==> config.mk <==
export PLATFORM = sky130hd
export DESIGN_NAME = nand_cmd_seq
export DESIGN_NICKNAME = d
export VERILOG_FILES = /design/src/rtl/nand_cmd_seq.sv
export SDC_FILE = /design/constraint.sdc
export NUM_CORES = 1
export LEC_CHECK = 0
export CAP_MARGIN = 20
export CORE_MARGIN = 1.5
export CORE_UTILIZATION = 47
export CTS_BUF_LIST = sky130_fd_sc_hd__clkbuf_4
export CTS_CLUSTER_DIAMETER = 80
export DETAILED_ROUTE_END_ITERATION = 12
export GPL_TIMING_DRIVEN = 0
export PLACE_DENSITY = 0.74
export SYNTH_ARGS = -nofsm -noshare
export SYNTH_HDL_FRONTEND = slang
export SYNTH_SLANG_ARGS = --single-unit
==> constraint.sdc <==
create_clock -name clk -period 3 [get_ports clk]
set_input_delay 0.45 -clock clk [delete_from_list [all_inputs] [get_ports clk]]
set_output_delay 0.45 -clock clk [all_outputs]
set_load 0.005 [all_outputs]
==> src/rtl/nand_cmd_seq.sv <==
// NAND command/address cycle sequencer: expands one request into CLE/ALE
// qualified bus cycles with programmable WE_n low/high widths.
module nand_cmd_seq #(
   parameter int DW          = 8,
   parameter int ADDR_CYCLES = 5,
   parameter int WE_LOW      = 2,
   parameter int WE_HIGH     = 2
) (
   input  logic                     clk,
   input  logic                     rst,
   input  logic                     req_valid,
   output logic                     req_ready,
   input  logic [1:0]               req_op,
   input  logic [7:0]               req_cmd1,
   input  logic [7:0]               req_cmd2,
   input  logic [8*ADDR_CYCLES-1:0] req_addr,
   output logic [DW-1:0]            dq_out,
   output logic                     dq_oe,
   output logic                     cle,
   output logic                     ale,
   output logic                     we_n,
   output logic                     ce_n,
   output logic                     done
);

   localparam int T  = WE_LOW + WE_HIGH;
   localparam int PW = (T > 1) ? $clog2(T) : 1;
   localparam int BW = (ADDR_CYCLES > 1) ? $clog2(ADDR_CYCLES) : 1;

   localparam logic [PW-1:0] PH_LAST  = PW'(T - 1);
   localparam logic [PW-1:0] PH_WE_HI = PW'(WE_LOW);
   localparam logic [BW-1:0] BY_LAST  = BW'(ADDR_CYCLES - 1);

   localparam logic [2:0] S_IDLE = 3'd0;
   localparam logic [2:0] S_CMD1 = 3'd1;
   localparam logic [2:0] S_ADDR = 3'd2;
   localparam logic [2:0] S_CMD2 = 3'd3;
   localparam logic [2:0] S_DONE = 3'd4;

   localparam logic [1:0] OP_CMD     = 2'd0;
   localparam logic [1:0] OP_ADDR    = 2'd1;
   localparam logic [1:0] OP_ADDR_C2 = 2'd2;
   localparam logic [1:0] OP_RESET   = 2'd3;

   logic [2:0]               state_q, state_d;
   logic [PW-1:0]            phase_q, phase_d;
   logic [BW-1:0]            byte_q, byte_d;
   logic [1:0]               op_q, op_d;
   logic [7:0]               cmd1_q, cmd1_d;
   logic [7:0]               cmd2_q, cmd2_d;
   logic [8*ADDR_CYCLES-1:0] addr_q, addr_d;

   logic                     req_ready_q, req_ready_d;
   logic [DW-1:0]            dq_out_q, dq_out_d;
   logic                     dq_oe_q, dq_oe_d;
   logic                     cle_q, cle_d;
   logic                     ale_q, ale_d;
   logic                     we_n_q, we_n_d;
   logic                     ce_n_q, ce_n_d;
   logic                     done_q, done_d;

   logic [7:0]               addr_bytes [ADDR_CYCLES];
   logic [7:0]               bus_byte;
   logic                     busy_d;
   logic                     byte_end;

   // Address bytes are taken from the next-state capture so the first ADDR
   // byte is correct on the very cycle it is presented.
   generate
      for (genvar gi = 0; gi < ADDR_CYCLES; gi++) begin : g_addr_bytes
         assign addr_bytes[gi] = addr_d[8*gi +: 8];
      end
   endgenerate

   assign byte_end = (phase_q == PH_LAST);

   always_comb begin
      state_d = state_q;
      phase_d = phase_q;
      byte_d  = byte_q;
      op_d    = op_q;
      cmd1_d  = cmd1_q;
      cmd2_d  = cmd2_q;
      addr_d  = addr_q;

      case (state_q)
         S_IDLE: begin
            if (req_valid) begin
               op_d    = req_op;
               cmd1_d  = (req_op == OP_RESET) ? 8'hFF : req_cmd1;
               cmd2_d  = req_cmd2;
               addr_d  = req_addr;
               state_d = S_CMD1;
               phase_d = '0;
               byte_d  = '0;
            end
         end
         S_CMD1: begin
            if (byte_end) begin
               phase_d = '0;
               byte_d  = '0;
               if (op_q == OP_ADDR || op_q == OP_ADDR_C2) begin
                  state_d = S_ADDR;
               end else begin
                  state_d = S_DONE;
               end
            end else begin
               phase_d = phase_q + PW'(1);
            end
         end
         S_ADDR: begin
            if (byte_end) begin
               phase_d = '0;
               if (byte_q == BY_LAST) begin
                  byte_d  = '0;
                  state_d = (op_q == OP_ADDR_C2) ? S_CMD2 : S_DONE;
               end else begin
                  byte_d = byte_q + BW'(1);
               end
            end else begin
               phase_d = phase_q + PW'(1);
            end
         end
         S_CMD2: begin
            if (byte_end) begin
               phase_d = '0;
               byte_d  = '0;
               state_d = S_DONE;
            end else begin
               phase_d = phase_q + PW'(1);
            end
         end
         S_DONE: begin
            state_d = S_IDLE;
            phase_d = '0;
            byte_d  = '0;
         end
         default: begin
            state_d = S_IDLE;
            phase_d = '0;
            byte_d  = '0;
         end
      endcase
   end

   // Outputs are a function of the next state so they register cleanly.
   always_comb begin
      busy_d = (state_d == S_CMD1) || (state_d == S_ADDR) || (state_d == S_CMD2);

      bus_byte = 8'h00;
      case (state_d)
         S_CMD1:  bus_byte = cmd1_d;
         S_ADDR:  bus_byte = addr_bytes[byte_d];
         S_CMD2:  bus_byte = cmd2_d;
         default: bus_byte = 8'h00;
      endcase

      dq_out_d      = '0;
      dq_out_d[7:0] = bus_byte;

      req_ready_d = (state_d == S_IDLE);
      done_d      = (state_d == S_DONE);
      ce_n_d      = !busy_d;
      dq_oe_d     = busy_d;
      cle_d       = (state_d == S_CMD1) || (state_d == S_CMD2);
      ale_d       = (state_d == S_ADDR);
      we_n_d      = !(busy_d && (phase_d < PH_WE_HI));
   end

   always_ff @(posedge clk or posedge rst) begin
      if (rst) begin
         state_q     <= S_IDLE;
         phase_q     <= '0;
         byte_q      <= '0;
         op_q        <= OP_CMD;
         cmd1_q      <= 8'h00;
         cmd2_q      <= 8'h00;
         addr_q      <= '0;
         req_ready_q <= 1'b1;
         dq_out_q    <= '0;
         dq_oe_q     <= 1'b0;
         cle_q       <= 1'b0;
         ale_q       <= 1'b0;
         we_n_q      <= 1'b1;
         ce_n_q      <= 1'b1;
         done_q      <= 1'b0;
      end else begin
         state_q     <= state_d;
         phase_q     <= phase_d;
         byte_q      <= byte_d;
         op_q        <= op_d;
         cmd1_q      <= cmd1_d;
         cmd2_q      <= cmd2_d;
         addr_q      <= addr_d;
         req_ready_q <= req_ready_d;
         dq_out_q    <= dq_out_d;
         dq_oe_q     <= dq_oe_d;
         cle_q       <= cle_d;
         ale_q       <= ale_d;
         we_n_q      <= we_n_d;
         ce_n_q      <= ce_n_d;
         done_q      <= done_d;
      end
   end

   assign req_ready = req_ready_q;
   assign dq_out    = dq_out_q;
   assign dq_oe     = dq_oe_q;
   assign cle       = cle_q;
   assign ale       = ale_q;
   assign we_n      = we_n_q;
   assign ce_n      = ce_n_q;
   assign done      = done_q;

endmodule

==> results.tsv <==
metric	value	unit
maxCapViolations	0	
period_share	83.9	%
post_synth.cell_area_avg	10.1	µm²
power_density	892	nW/µm²
grt_setup_unrepaired	no	
worstSetupStartpointType	flip-flop	
overflow	0	
dieArea	8620	µm²
synth_nets	440	
tightest_slew	0.770	ns
cp_num_buf_inv	1	
num_io_pins	76	
outcome	completed	
crit_family	compound AO/OA/AOI/OAI gates	
chipWidth	92.8	µm
clock.fmax	397	MHz
root_buffer	clkbuf_4	
yosys_warnings	0	
fin_crit	2.52	ns
holdCritPathClass	input pin to async pin	
synth_cell_types	54	
relSlewSlack	48.4	%
ff2ff_setup_slack	0.48	ns
ir_drop	0.376	mV
clk_pin_slew_worst_paths	0.12	ns
cp_data_required_time	3.30	ns
hold_viol	0	
total_power	4.30	mW
syn-cell-area	3790	µm²
slew_viol_final	0	
cts_tree	built	
grt_pass1_vias	3094	
clock_sinks	81	
synth_async_sr_flop_share	100	%
nNetsFinal	527	
register_area	2030	µm²
die_height	92.8	µm
regToRegEndpoint	dq_out[6]	
synth_ff_type	dfrtp_1	
diodes	0	
via_per_inst	5.26	
cts.hold.buffers_added	0	
path_class	flip-flop to flip-flop	
synth_edf_count	0	
start_util	48.8	%
r2r_start	phase_q[0]	
multiInputGateArea	1560	µm²
critPathLaunch	phase_q[0]	
cp_cell_sequence	ha_1, clkbuf_1, nor4bb_1, a31oi_1, o32ai_1, a41oi_1, o221ai_1	
wl	8900	µm
routedWlPerCell	15.6	µm
slowest_delay	0.60	ns
ant_nets	0	
power_leakage	2.26	nW
antenna_found_initial	0	
vias	2995	
path_depth	7	
post-dp-hpwl	6410	µm
drive_above_1_share	12.8	%
cts_inserted_buffers	9	
synthCells	375	
postCtsSetupRepairBufs	0	
fillers	672	
port_buffers	75	
htree_levels	3	
firstDrtPassIters	6	
end_kind	flip-flop	
coreArea	7770	µm²
cp_slowest_cell	a31oi_1	
ys_seq_area_share	53.5	%
grt_usage	22.6	%
holdWs	0.308	ns
clock_skew	0.0157	ns
grt_max_degree	63	
cp_max_fo	10	
row_count	32	
reg2reg_depth	7	
clk_latency	0.44	ns
ctsLongestPathBuffers	2	
critPathCapture	dq_out[6]	
grt_pass1_wl	14900	µm
arrival	2.81	ns
final_common_cell	nand2_1	
ys_seq_elements	81	
syn_to_final_growth	27.2	%
setup_viol	0	
drtIter0Drc	109	
remaining_drc_errors	0	
cts.repair.resized	0	
place_congestion	0.888	
layout_common_cells	nand2_1 (120), dfrtp_1 (78), clkdlybuf4s50_1 (75)	
cell usage after synthesis, drive strengths merged (2+ instances only):
cell    number  share of area [%]
mux2         2               0.59
nor2        23                2.7
and4         3               0.76
o22ai        2               0.33
mux2i       23                6.1
o221ai       7                1.8
nand3        2               0.26
o32ai        8                1.8
nand2b       2               0.33
inv         20                2.0
o21ai        6               0.79
o311ai       2               0.46
nand3b       2               0.73
nor3        10                2.4
dfstp        3                2.1
buf         15                2.7
nand2      122                 12
and2         2               0.33
dfrtp       78                 51
ha           4                1.3
clkbuf       5               0.59
a41oi        8                2.0
a31oi        3               0.49
or3          3               0.49
or3b         2               0.53
a21oi        3               0.40
nor2b        3               0.49
worst min path at each step:
stage	end	cells after the start	from
2_1_floorplan	addr_q[10]	2	addr_q[10]
3_3_place_gp	addr_q[2]	2	addr_q[2]
3_5_place_dp	addr_q[38]	2	addr_q[38]
4_1_cts	done	2	rst
5_1_grt	addr_q[27]	2	rst
6_report	addr_q[27]	2	rst
kinds of logic after synthesis:
logic type	count (synthesis)	share of synthesized area, %
buffers and inverters	40	5.25
multiplexers	25	6.66
flip-flops	81	53.5
adder cells (fa/ha/maj)	4	1.32
AND/OR/NAND/NOR	180	23.2
AO/OA/AOI/OAI	45	10.1
layer usage:
| layer | share of wire [%] | global-route usage (%) | vias to the layer above |
|---|---|---|---|
| met5 | 0 | 0 | - |
| met4 | 2.4 | 11.1 | 0 |
| met3 | 4.6 | 3.37 | 20 |
| met2 | 47 | 35.4 | 84 |
| met1 | 46 | 30.7 | 1441 |
| li1 | - | - | 1450 |
power by group:
part,total [mW],internal [mW],switching (mW)
combinational,1.97,0.878,1.09
clock,0.575,0.175,0.400
sequential,1.75,1.60,0.152
total,4.30,2.65,1.65
state kept, by name (all words and copies together) (netlist names), 2 cells and up:
name	cells
cmd2_q	8
addr_q	40
dq_out	8
op_q	2
phase_q	2
state_q	3
byte_q	3
cmd1_q	8
worst reg2reg max path, cell delays in order (launching register included):
cell	delay (ns)
dfrtp_1	0.40
ha_1	0.27
clkbuf_1	0.34
nor4bb_1	0.12
a31oi_1	0.60
o32ai_1	0.24
a41oi_1	0.25
o221ai_1	0.17
cell type report:
class / count / share of cell area (%)
plain buffers: 20 / 2.57
multi-input cells: 254 / 32.4
repair buffers: 76 / 16.1
clock buffers: 9 / 1.40
well taps: 102 / 2.65
inverters: 20 / 1.61
clock inverters: 7 / 1.12
flip-flops and latches: 81 / 42.1
per-stage QoR:
step           setup slack, ns  setup TNS [ns]  utilization [%]  std cells  cell area, µm²
2_1_floorplan            0.475               0                -        375            3790
3_3_place_gp            -0.783          -60.67             60.1        552            4670
3_5_place_dp             0.299               0             60.5        553            4700
4_1_cts                  0.533               0             62.1        569            4820
5_1_grt                  0.241               0             62.1        569            4820
6_report                 0.484               0             62.1        569            4820
Note: power is estimated with default switching activity, not from simulation.
